**config.mk**
```make
export PLATFORM = sky130hd
export DESIGN_NAME = exponent_bit_streamer
export DESIGN_NICKNAME = d
export VERILOG_FILES = /design/src/rtl/exponent_bit_streamer.sv
export SDC_FILE = /design/constraint.sdc
export NUM_CORES = 2
export LEC_CHECK = 0
export ABC_AREA = 1
export BUFFER_PORTS_ARGS = -buffer_cell sky130_fd_sc_hd__buf_2
export CAP_MARGIN = 20
export CORE_MARGIN = 4
export CORE_UTILIZATION = 51
export DETAILED_ROUTE_END_ITERATION = 16
export PLACE_DENSITY_LB_ADDON = 0.1
export SLEW_MARGIN = 5
export SYNTH_ARGS = -nofsm -noshare
export SYNTH_HDL_FRONTEND = slang
export SYNTH_SLANG_ARGS = --single-unit
```
**constraint.sdc**
```tcl
create_clock -name clk_in -period 3.7 [get_ports clk_in]
set_input_delay 0.37 -clock clk_in [delete_from_list [all_inputs] [get_ports clk_in]]
set_output_delay 0.37 -clock clk_in [all_outputs]
set_load 0.02 [all_outputs]
```
**src/rtl/exponent_bit_streamer.sv**
```systemverilog
// Buffers a multi-word exponent, then serves it one bit at a time (LSB first)
// to the Montgomery exponentiator, advancing on each downstream consume pulse.
module exponent_bit_streamer #(
  parameter int REGISTER_SIZE = 32,
  parameter int EXP_BITS      = 2048
) (
  input  logic                        clk_in,
  input  logic                        rst_n_in,
  input  logic                        start_in,
  input  logic [REGISTER_SIZE-1:0]    word_in,
  input  logic                        word_valid_in,
  output logic                        word_ready_out,
  output logic                        n_bit_out,
  output logic                        bit_valid_out,
  input  logic                        consumed_n_in,
  output logic [$clog2(EXP_BITS)-1:0] bit_index_out,
  output logic                        last_bit_out,
  output logic                        done_out
);

  localparam int WORDS = EXP_BITS / REGISTER_SIZE;
  localparam int WPW   = (WORDS > 1) ? $clog2(WORDS) : 1;
  localparam int BPW   = (REGISTER_SIZE > 1) ? $clog2(REGISTER_SIZE) : 1;
  localparam int IDXW  = $clog2(EXP_BITS);
  localparam logic [WPW-1:0] WORD_LAST = WPW'(WORDS - 1);
  localparam logic [BPW-1:0] BIT_LAST  = BPW'(REGISTER_SIZE - 1);

  typedef enum logic [1:0] {IDLE, LOAD, SERVE, DONE} state_t;

  state_t                   state, state_nxt;
  logic [REGISTER_SIZE-1:0] buffer [WORDS];
  logic [REGISTER_SIZE-1:0] cur_word;
  logic [WPW-1:0]           word_cnt, word_ptr, word_ptr_inc;
  logic [BPW-1:0]           bit_ptr;
  logic                     wr_en, advance, at_last, serving;

  always_comb begin
    wr_en        = (state == LOAD) && word_valid_in && !start_in;
    advance      = (state == SERVE) && consumed_n_in && !start_in;
    at_last      = (word_ptr == WORD_LAST) && (bit_ptr == BIT_LAST);
    word_ptr_inc = (word_ptr == WORD_LAST) ? '0 : word_ptr + 1'b1;

    state_nxt = state;
    if (start_in) begin
      state_nxt = LOAD;
    end else begin
      case (state)
        IDLE:    state_nxt = IDLE;
        LOAD:    if (wr_en && word_cnt == WORD_LAST) state_nxt = SERVE;
        SERVE:   if (advance && at_last) state_nxt = DONE;
        DONE:    state_nxt = IDLE;
        default: state_nxt = IDLE;
      endcase
    end
  end

  always_comb begin
    serving        = (state == SERVE);
    word_ready_out = (state == LOAD);
    bit_valid_out  = serving;
    n_bit_out      = serving && cur_word[bit_ptr];
    bit_index_out  = serving ? IDXW'(word_ptr) * IDXW'(REGISTER_SIZE) + IDXW'(bit_ptr) : '0;
    last_bit_out   = serving && at_last;
    done_out       = (state == DONE);
  end

  // Buffer contents are don't-care after reset, so no reset on the array.
  always_ff @(posedge clk_in) begin
    if (wr_en) buffer[word_cnt] <= word_in;
  end

  always_ff @(posedge clk_in or negedge rst_n_in) begin
    if (!rst_n_in) begin
      state    <= IDLE;
      word_cnt <= '0;
      word_ptr <= '0;
      bit_ptr  <= '0;
      cur_word <= '0;
    end else begin
      state <= state_nxt;
      if (start_in) begin
        word_cnt <= '0;
      end else if (wr_en) begin
        word_cnt <= word_cnt + 1'b1;
        if (word_cnt == WORD_LAST) begin
          // With a single word the buffer write lands this same edge, so bypass it.
          cur_word <= (WORDS == 1) ? word_in : buffer[0];
          word_ptr <= '0;
          bit_ptr  <= '0;
        end
      end else if (advance) begin
        if (bit_ptr == BIT_LAST) begin
          bit_ptr  <= '0;
          word_ptr <= word_ptr_inc;
          cur_word <= buffer[word_ptr_inc];
        end else begin
          bit_ptr <= bit_ptr + 1'b1;
        end
      end
    end
  end

endmodule
```
=== Word-level counts from Yosys, hierarchy flattened ===
Memory sizes are Yosys's and may differ from the RTL's.
Cells that the tools add are included.

* $lt $le $gt $ge: 1
* Equality and inequality tests: 9
* Reduce and logical (&&, ||, !) cells: 18
* Add/sub/neg operators: 4
* Bitwise logic cells: 1
* Muxes and demuxes: 24

{| class="wikitable"
|+ Operator list
! kind !! number
|-
| $mux 32 || 4
|-
| $mux 6 || 7
|-
| $mux 5 || 4
|-
| $add 6x1->6 const B || 2
|-
| $eq 6x6->1 const B || 2
|-
| $add 11x5->11 || 1
|-
| $mux 11 || 1
|-
| $logic_and 1x1->1 || 9
|-
| $lt 5x6->1 const B || 1
|-
| $mux 2 || 3
|-
| $ne 3x2->1 const B || 2
|-
| $pmux 2 s3 || 1
|-
| $reduce_bool 2->1 || 3
|-
| $add 5x1->5 const B || 1
|-
| $bmux 1 s5 || 1
|-
| $eq 5x5->1 const B || 1
|-
| $eq 2x2->1 const B || 2
|-
| $reduce_and 4->1 || 1
|-
| $mux 1 || 3
|-
| $reduce_and 3->1 || 1
|-
| $eq 2x1->1 const B || 1
|-
| $logic_not 2->1 || 1
|-
| $ne 2x1->1 const B || 1
|-
| $reduce_and 2->1 || 1
|-
| 3 further kinds || 3
|}

* Flip-flop bits (word level): 51
* Input port bits: 37
* Output and inout bits: 16
* Logic and storage cells: 63
* Memories: 1
* Bits in writable memories: 2,048

{| class="wikitable"
|+ Memory list
! memory !! words !! width !! rd ports !! clocked after memory_dff !! wr ports !! RTL line !! text
|-
| buffer || 64 || 32 || 2 || 0 || 1 || 31 || <nowiki>logic [REGISTER_SIZE-1:0] buffer [WORDS];</nowiki>
|}

=== Depth between registers and ports, before layout ===
* Depth in word-level cells: 7
* Mapped depth: 18
* Gate-level depth less buffers: 17

=== Least setup slack after synthesis ===
No wires, ideal clock.

* Path type: reg-to-reg
* Start point: register state[1]
* End point: memory buffer[10][0] (enable)
* Clock period less this slack: 3,768 ps
* Slack: -68 ps
* Data arrival time: 3,346 ps
* Cell stages (with the launch flop): 10
* Cells stage by stage: dfrtp_1 > inv_1 > ha_1 > nand2_1 > nor2_1 > inv_1 > clkbuf_1 > nor2_1 > nand3_1 > nor2_1

* Longest elaborated chain between the ends: 5

{| class="wikitable"
|+ Ends and longest elaborated chain
! item !! RTL line !! text
|-
| start, declared || 30 || <nowiki>state_t state, state_nxt;</nowiki>
|-
| start signal, assigned || 80 || <nowiki>state <= state_nxt;</nowiki>
|-
| $eq 2x1->1 || -- ||
|-
| named net word_ready_out || 12 || <nowiki>output logic word_ready_out,</nowiki>
|-
| $logic_and 1x1->1 (2 in series) || 38 || <nowiki>wr_en = (state == LOAD) && word_valid_in && !start_in;</nowiki>
|-
| $mux 1 || 69 || <nowiki>if (wr_en) buffer[word_cnt] <= word_in;</nowiki>
|-
| $mux 1 (not written as such) || 69 ||
|-
| end, declared || 31 ||
|}

The timed path passes the listed nets, and every way through them passes these cells.

=== Final worst setup path ===
* Start point: register bit_ptr[0]
* End point: output n_bit_out

* Longest elaborated chain between the ends: 3

{| class="wikitable"
|+ Ends and longest elaborated chain
! item !! RTL line !! text
|-
| start, declared || 34 || <nowiki>logic [BPW-1:0] bit_ptr;</nowiki>
|-
| start signal, assigned || 97 || <nowiki>bit_ptr <= bit_ptr + 1'b1;</nowiki>
|-
| $bmux 1 s5 || 61 || <nowiki>n_bit_out = serving && cur_word[bit_ptr];</nowiki>
|-
| $mux 1 (not written as such) || 61 ||
|-
| $logic_and 1x1->1 || 61 ||
|-
| end, declared || 13 || <nowiki>output logic n_bit_out,</nowiki>
|}

Every way passes these cells. The select of a mux whose other input is x is not followed.

==> results.md <==
Clock tree:
- The post-CTS repair timing setup buffer count is 0.
- The clock net sink count is 2,099.
- In this run the clock root is driven by a sky130_fd_sc_hd__clkbuf_16.
- The insertion delay of the later-clocked pin in the worst-skew pair is 860 ps.
- The H-tree was split into 4 levels.
- The clock passes through at most 3 buffers.
- In this run, CTS created clock tree buffers numbering 213.
- Clock-pin slew was measured on the worst setup and hold paths at 60 ps.
- TritonCTS built the clock tree.

STA:
- For the pin with the worst max-slew slack, the measured transition is 1150 ps.
- The setup skew after layout is 26.7 ps.
- The relative slew slack is 0.234.
- The count of final setup violators is 0.
- Setup repair after global routing left no endpoint under its margin.
- The sum of negative setup slack is 0 ps.
- The post-layout minimum cycle time is 3480 ps.
- The hold violation total from the final report is 0.
- The max-slew violation count was 0.
- Derived from the worst setup path, the maximum achievable clock frequency is 0.287 GHz.
- Across all setup checks in the final design, the least slack found is 218 ps.
- The share of the clock period used by the worst path is 0.941.

Setup path:
- By startpoint and endpoint, the worst setup path is classified as register to primary output.
- The critical path goes through clkinvlp_4 -> nor2_1 -> o221ai_1 -> o211ai_1 -> a21oi_1 -> o21a_1 -> buf_2.
- The kind of start point of the critical path is a register.
- The cell at the slowest stage of the critical path is sky130_fd_sc_hd__dfrtp_1.
- On the critical path the largest part of the delay comes from compound AO/OA/AOI/OAI gates.
- The worst setup path is captured at a primary output.
- The stage delay of the slowest cell on the critical path is 570 ps.
- The arrival time of the worst setup path is 3110 ps.
- The required time of the worst setup path is 3330 ps.
- Of all nets on the critical path, the largest fanout is 18.
- The buffers plus inverters on the worst setup path is 2.

Global route:
- The global routing stage identified its most utilized layer as met2.
- The first global-routing pass estimated 387,000 um of wire.
- For met2 alone, demand over resource in global routing was 0.466.
- The global-route track usage on met3 is 0.0396.
- After global routing the overflow that remains totals 0.
- The fraction of met1 tracks used by global routing is 0.407.
- The total routing resource utilization after global routing is 0.291.
- The number of antenna violations at the first check in global routing is 7.
- The via count of the first global-routing pass is 56,800.
- The maximum number of pins on one net before global-route repair is 95.

Yosys:
- After synthesis, the cell types taking the most area are sky130_fd_sc_hd__edfxtp_1, sky130_fd_sc_hd__nand3_1, sky130_fd_sc_hd__nand2_1.
- Counting every net in the synthesized netlist gives 7,984.
- The number of register bits inferred by synthesis is 2,099.
- The most frequently used cell type in the post-synthesis netlist is sky130_fd_sc_hd__edfxtp_1.
- The average instance in the mapped netlist occupies 11.2 sq um.
- The area share of the leading cell type in the synthesized netlist is 0.694.
- By count the netlist is led by sky130_fd_sc_hd__edfxtp_1, sky130_fd_sc_hd__nand2_1, sky130_fd_sc_hd__nand3_1.
- The predominant post-synthesis flop cell is sky130_fd_sc_hd__edfxtp_1.
- The Yosys step of the flow raised 0 warnings.
- The number of cells produced by synthesis is 7,940.
- The dominant cell type by area after synthesis is sky130_fd_sc_hd__edfxtp_1.
- The cell area that synthesis handed to floorplanning was 88,600 sq um.
- The share of the yosys chip area belonging to registers is 0.708.
- In this run, distinct cell masters in the synthesized netlist total 33.
- Of all flip-flops after synthesis, the portion carrying an async set or reset was 0.0243.
- The number of synthesized flops with an enable pin is 2,048.

Layout:
- At the end of the flow the core is filled with cells to 0.582.
- The relative area change from synthesis to final layout is 13.0%.
- In the final design database the tool counted 8,011 nets.
- After routing the design area is 100,000 sq um.
- The finished layout holds 10,500 standard cells, fillers aside.
- The layout cell share with drive strength beyond 1 is 0.0853.

Detailed routing:
- Once detail routing completed, the nets flagged for antenna violations numbered 0.
- The total routed wirelength is 264,000 um.
- The count of routing violations after the opening detailed-route iteration is 6,565.
- Across all layers, the routed design uses 60,100 vias.
- Using the TritonRoute via totals, the vias-per-cell ratio works out to 5.74.
- Before antenna repair, the detailed router went through 6 iterations.
- For this run, design rule violations remaining after detail routing come to 0.
- The detailed-route wire length per cell is 25.3 um.

Power and ir drop:
- In this run the static leakage power is 38.2 nW.
- The worst ir drop on vdd is 0.827 mV.
- The power density relative to cell area is 715 nW/um^2.

Floorplan:
- The core region is 172,000 sq um.
- The height of the die is 425 um.
- The initial core utilization is 0.515.
- Measured along the x axis, the die boundary spans 425 um.
- The area of the die is 181,000 sq um.
- The count of pins on the block boundary is 53.
- After floorplanning, the core was divided into 152 placement rows.

Placement:
- Once placement finished, the instance area stood at 93,400 sq um.
- The post-placement worst setup slack is 450 ps.
- The cell count after placement is 10,100.
- The estimated wirelength of the detail-placed design is 140,000 um.
- In this run the tool buffered the top-level ports with 52 buffer cells.
- The congestion estimate from routability-driven global placement came to 0.867.

Job:
- The number of max-cap violations is 0.

Outcome:
- The flow ran to the end, and the final reports show no timing, DRC or antenna violations.

Worst hold path:
- The tightest min-delay check is of the input port to async pin type.
-- report_power, final --
part / leakage (nW) / internal [W] / switching (W)
Sequential: 19.1 / 0.0263 / 0.000225
Combinational: 15.9 / 0.00726 / 0.0173
Clock: 3.23 / 0.0114 / 0.00910
-- stage by stage --
stage / hold slack (ps) / power, W
6_report: 28.4 / 0.0716
5_1_grt: 23.3 / 0.0751
4_1_cts: 5.69 / 0.0718
3_5_place_dp: 360 / 0.0514
3_3_place_gp: 367 / 0.0513
2_1_floorplan: 74.4 / 0.0423
-- worst paths after layout --
| path | endpoint | cells after the start | slack, ps | start |
|---|---|---|---|---|
| min in group clk_in | buffer[41][4]$_DFFE_PP_ | 2 | 70 | word_in[4] |
| setup / recovery | n_bit_out | 7 | 220 | bit_ptr[0]$_DFFE_PN0P_ |
| hold reg to reg | cur_word[13]$_DFFE_PN0P_ | 2 | 490 | cur_word[13]$_DFFE_PN0P_ |
| max in group asynchronous | cur_word[11]$_DFFE_PN0P_ | 3 | 2920 | rst_n_in |
| hold / removal | state[0]$_DFFE_PN0P_ | 2 | 30 | rst_n_in |
| setup reg to reg | cur_word[15]$_DFFE_PN0P_ | 14 | 390 | word_ptr[1]$_DFFE_PN0P_ |
-- placed cells by master (no fill, tap or decap), types with 4 or more instances in the layout --
master	n
sky130_fd_sc_hd__nor2_4	65
sky130_fd_sc_hd__inv_6	5
sky130_fd_sc_hd__dlygate4sd3_1	4
sky130_fd_sc_hd__ha_1	6
sky130_fd_sc_hd__o211ai_1	102
sky130_fd_sc_hd__clkinv_1	54
sky130_fd_sc_hd__nand3_1	1584
sky130_fd_sc_hd__diode_2	4
sky130_fd_sc_hd__nand2_1	1978
sky130_fd_sc_hd__or2_2	27
sky130_fd_sc_hd__dfrtp_1	51
sky130_fd_sc_hd__buf_12	113
sky130_fd_sc_hd__inv_16	4
sky130_fd_sc_hd__buf_4	132
sky130_fd_sc_hd__a22oi_1	6
sky130_fd_sc_hd__a21oi_1	40
sky130_fd_sc_hd__inv_2	4
sky130_fd_sc_hd__clkbuf_1	52
sky130_fd_sc_hd__nor2_1	260
sky130_fd_sc_hd__o221ai_1	5
sky130_fd_sc_hd__o22ai_1	13
sky130_fd_sc_hd__o21ai_1	4
sky130_fd_sc_hd__clkbuf_16	215
sky130_fd_sc_hd__inv_1	828
sky130_fd_sc_hd__bufinv_16	10
sky130_fd_sc_hd__clkinv_8	5
sky130_fd_sc_hd__clkinv_2	42
sky130_fd_sc_hd__o21ai_0	235
sky130_fd_sc_hd__nand3b_1	172
sky130_fd_sc_hd__buf_2	52
sky130_fd_sc_hd__edfxtp_1	2048
-- routing by layer --
| layer | vias up | wire [um] |
|---|---|---|
| met3 | 497 | 19600 |
| met1 | 29700 | 109000 |
| li1 | 27300 | - |
| met2 | 2564 | 125000 |
| met4 | 2 | 10500 |
| met5 | - | 7 |
-- flip-flops by register name (all words and copies together) (netlist names) --
register	cells
word_cnt	6
buffer	2048
word_ptr	6
state	2
cur_word	32
bit_ptr	5
-- worst register-to-register path, cell delays in order (launching register included) --
cell and delay, ps:
sky130_fd_sc_hd__dfrtp_1 420, sky130_fd_sc_hd__ha_4 200, sky130_fd_sc_hd__nand3_2 170, sky130_fd_sc_hd__o21bai_4 480, sky130_fd_sc_hd__buf_12 310, sky130_fd_sc_hd__buf_12 360
sky130_fd_sc_hd__nand2_1 130, sky130_fd_sc_hd__nand3_1 90, sky130_fd_sc_hd__nand3_1 80, sky130_fd_sc_hd__nand3_1 120, sky130_fd_sc_hd__nand3_1 170, sky130_fd_sc_hd__nand3_1 350
sky130_fd_sc_hd__nand3_1 180, sky130_fd_sc_hd__nand2_1 90, sky130_fd_sc_hd__nand2_1 50
-- kinds of logic (layout without fill, tap and decap cells) --
kind of cell / Yosys count / in the layout / synth area share
simple gates: 4096 / 4096 / 0.204
flops: 2099 / 2099 / 0.708
buf+inv: 1326 / 1531 / 0.0596
compound gates: 409 / 409 / 0.0268
fa+ha+maj: 7 / 7 / 0.000988
xor+xnor: 3 / 3 / 0.000297
other cells: 0 / 4 / 0
-- final cells by class --
class | count | area (sq um)
well taps | 2310 | 2890
clock inverters | 123 | 960
repair buffers | 301 | 3550
multi-input cells | 4515 | 21100
inverters | 837 | 3170
flip-flops and latches | 2099 | 62800
fillers | 14000 | 72000
clock buffers | 270 | 5620
diodes | 4 | 10.0
-- repair_timing --
action | 4_1_cts | 5_1_grt
setup endpoints to repair | 0 | 1
resized for setup | 0 | 1
hold endpoints to repair | 54 | 6
hold buffers | 3 | 1
Power figures use the tool's default switching activity.
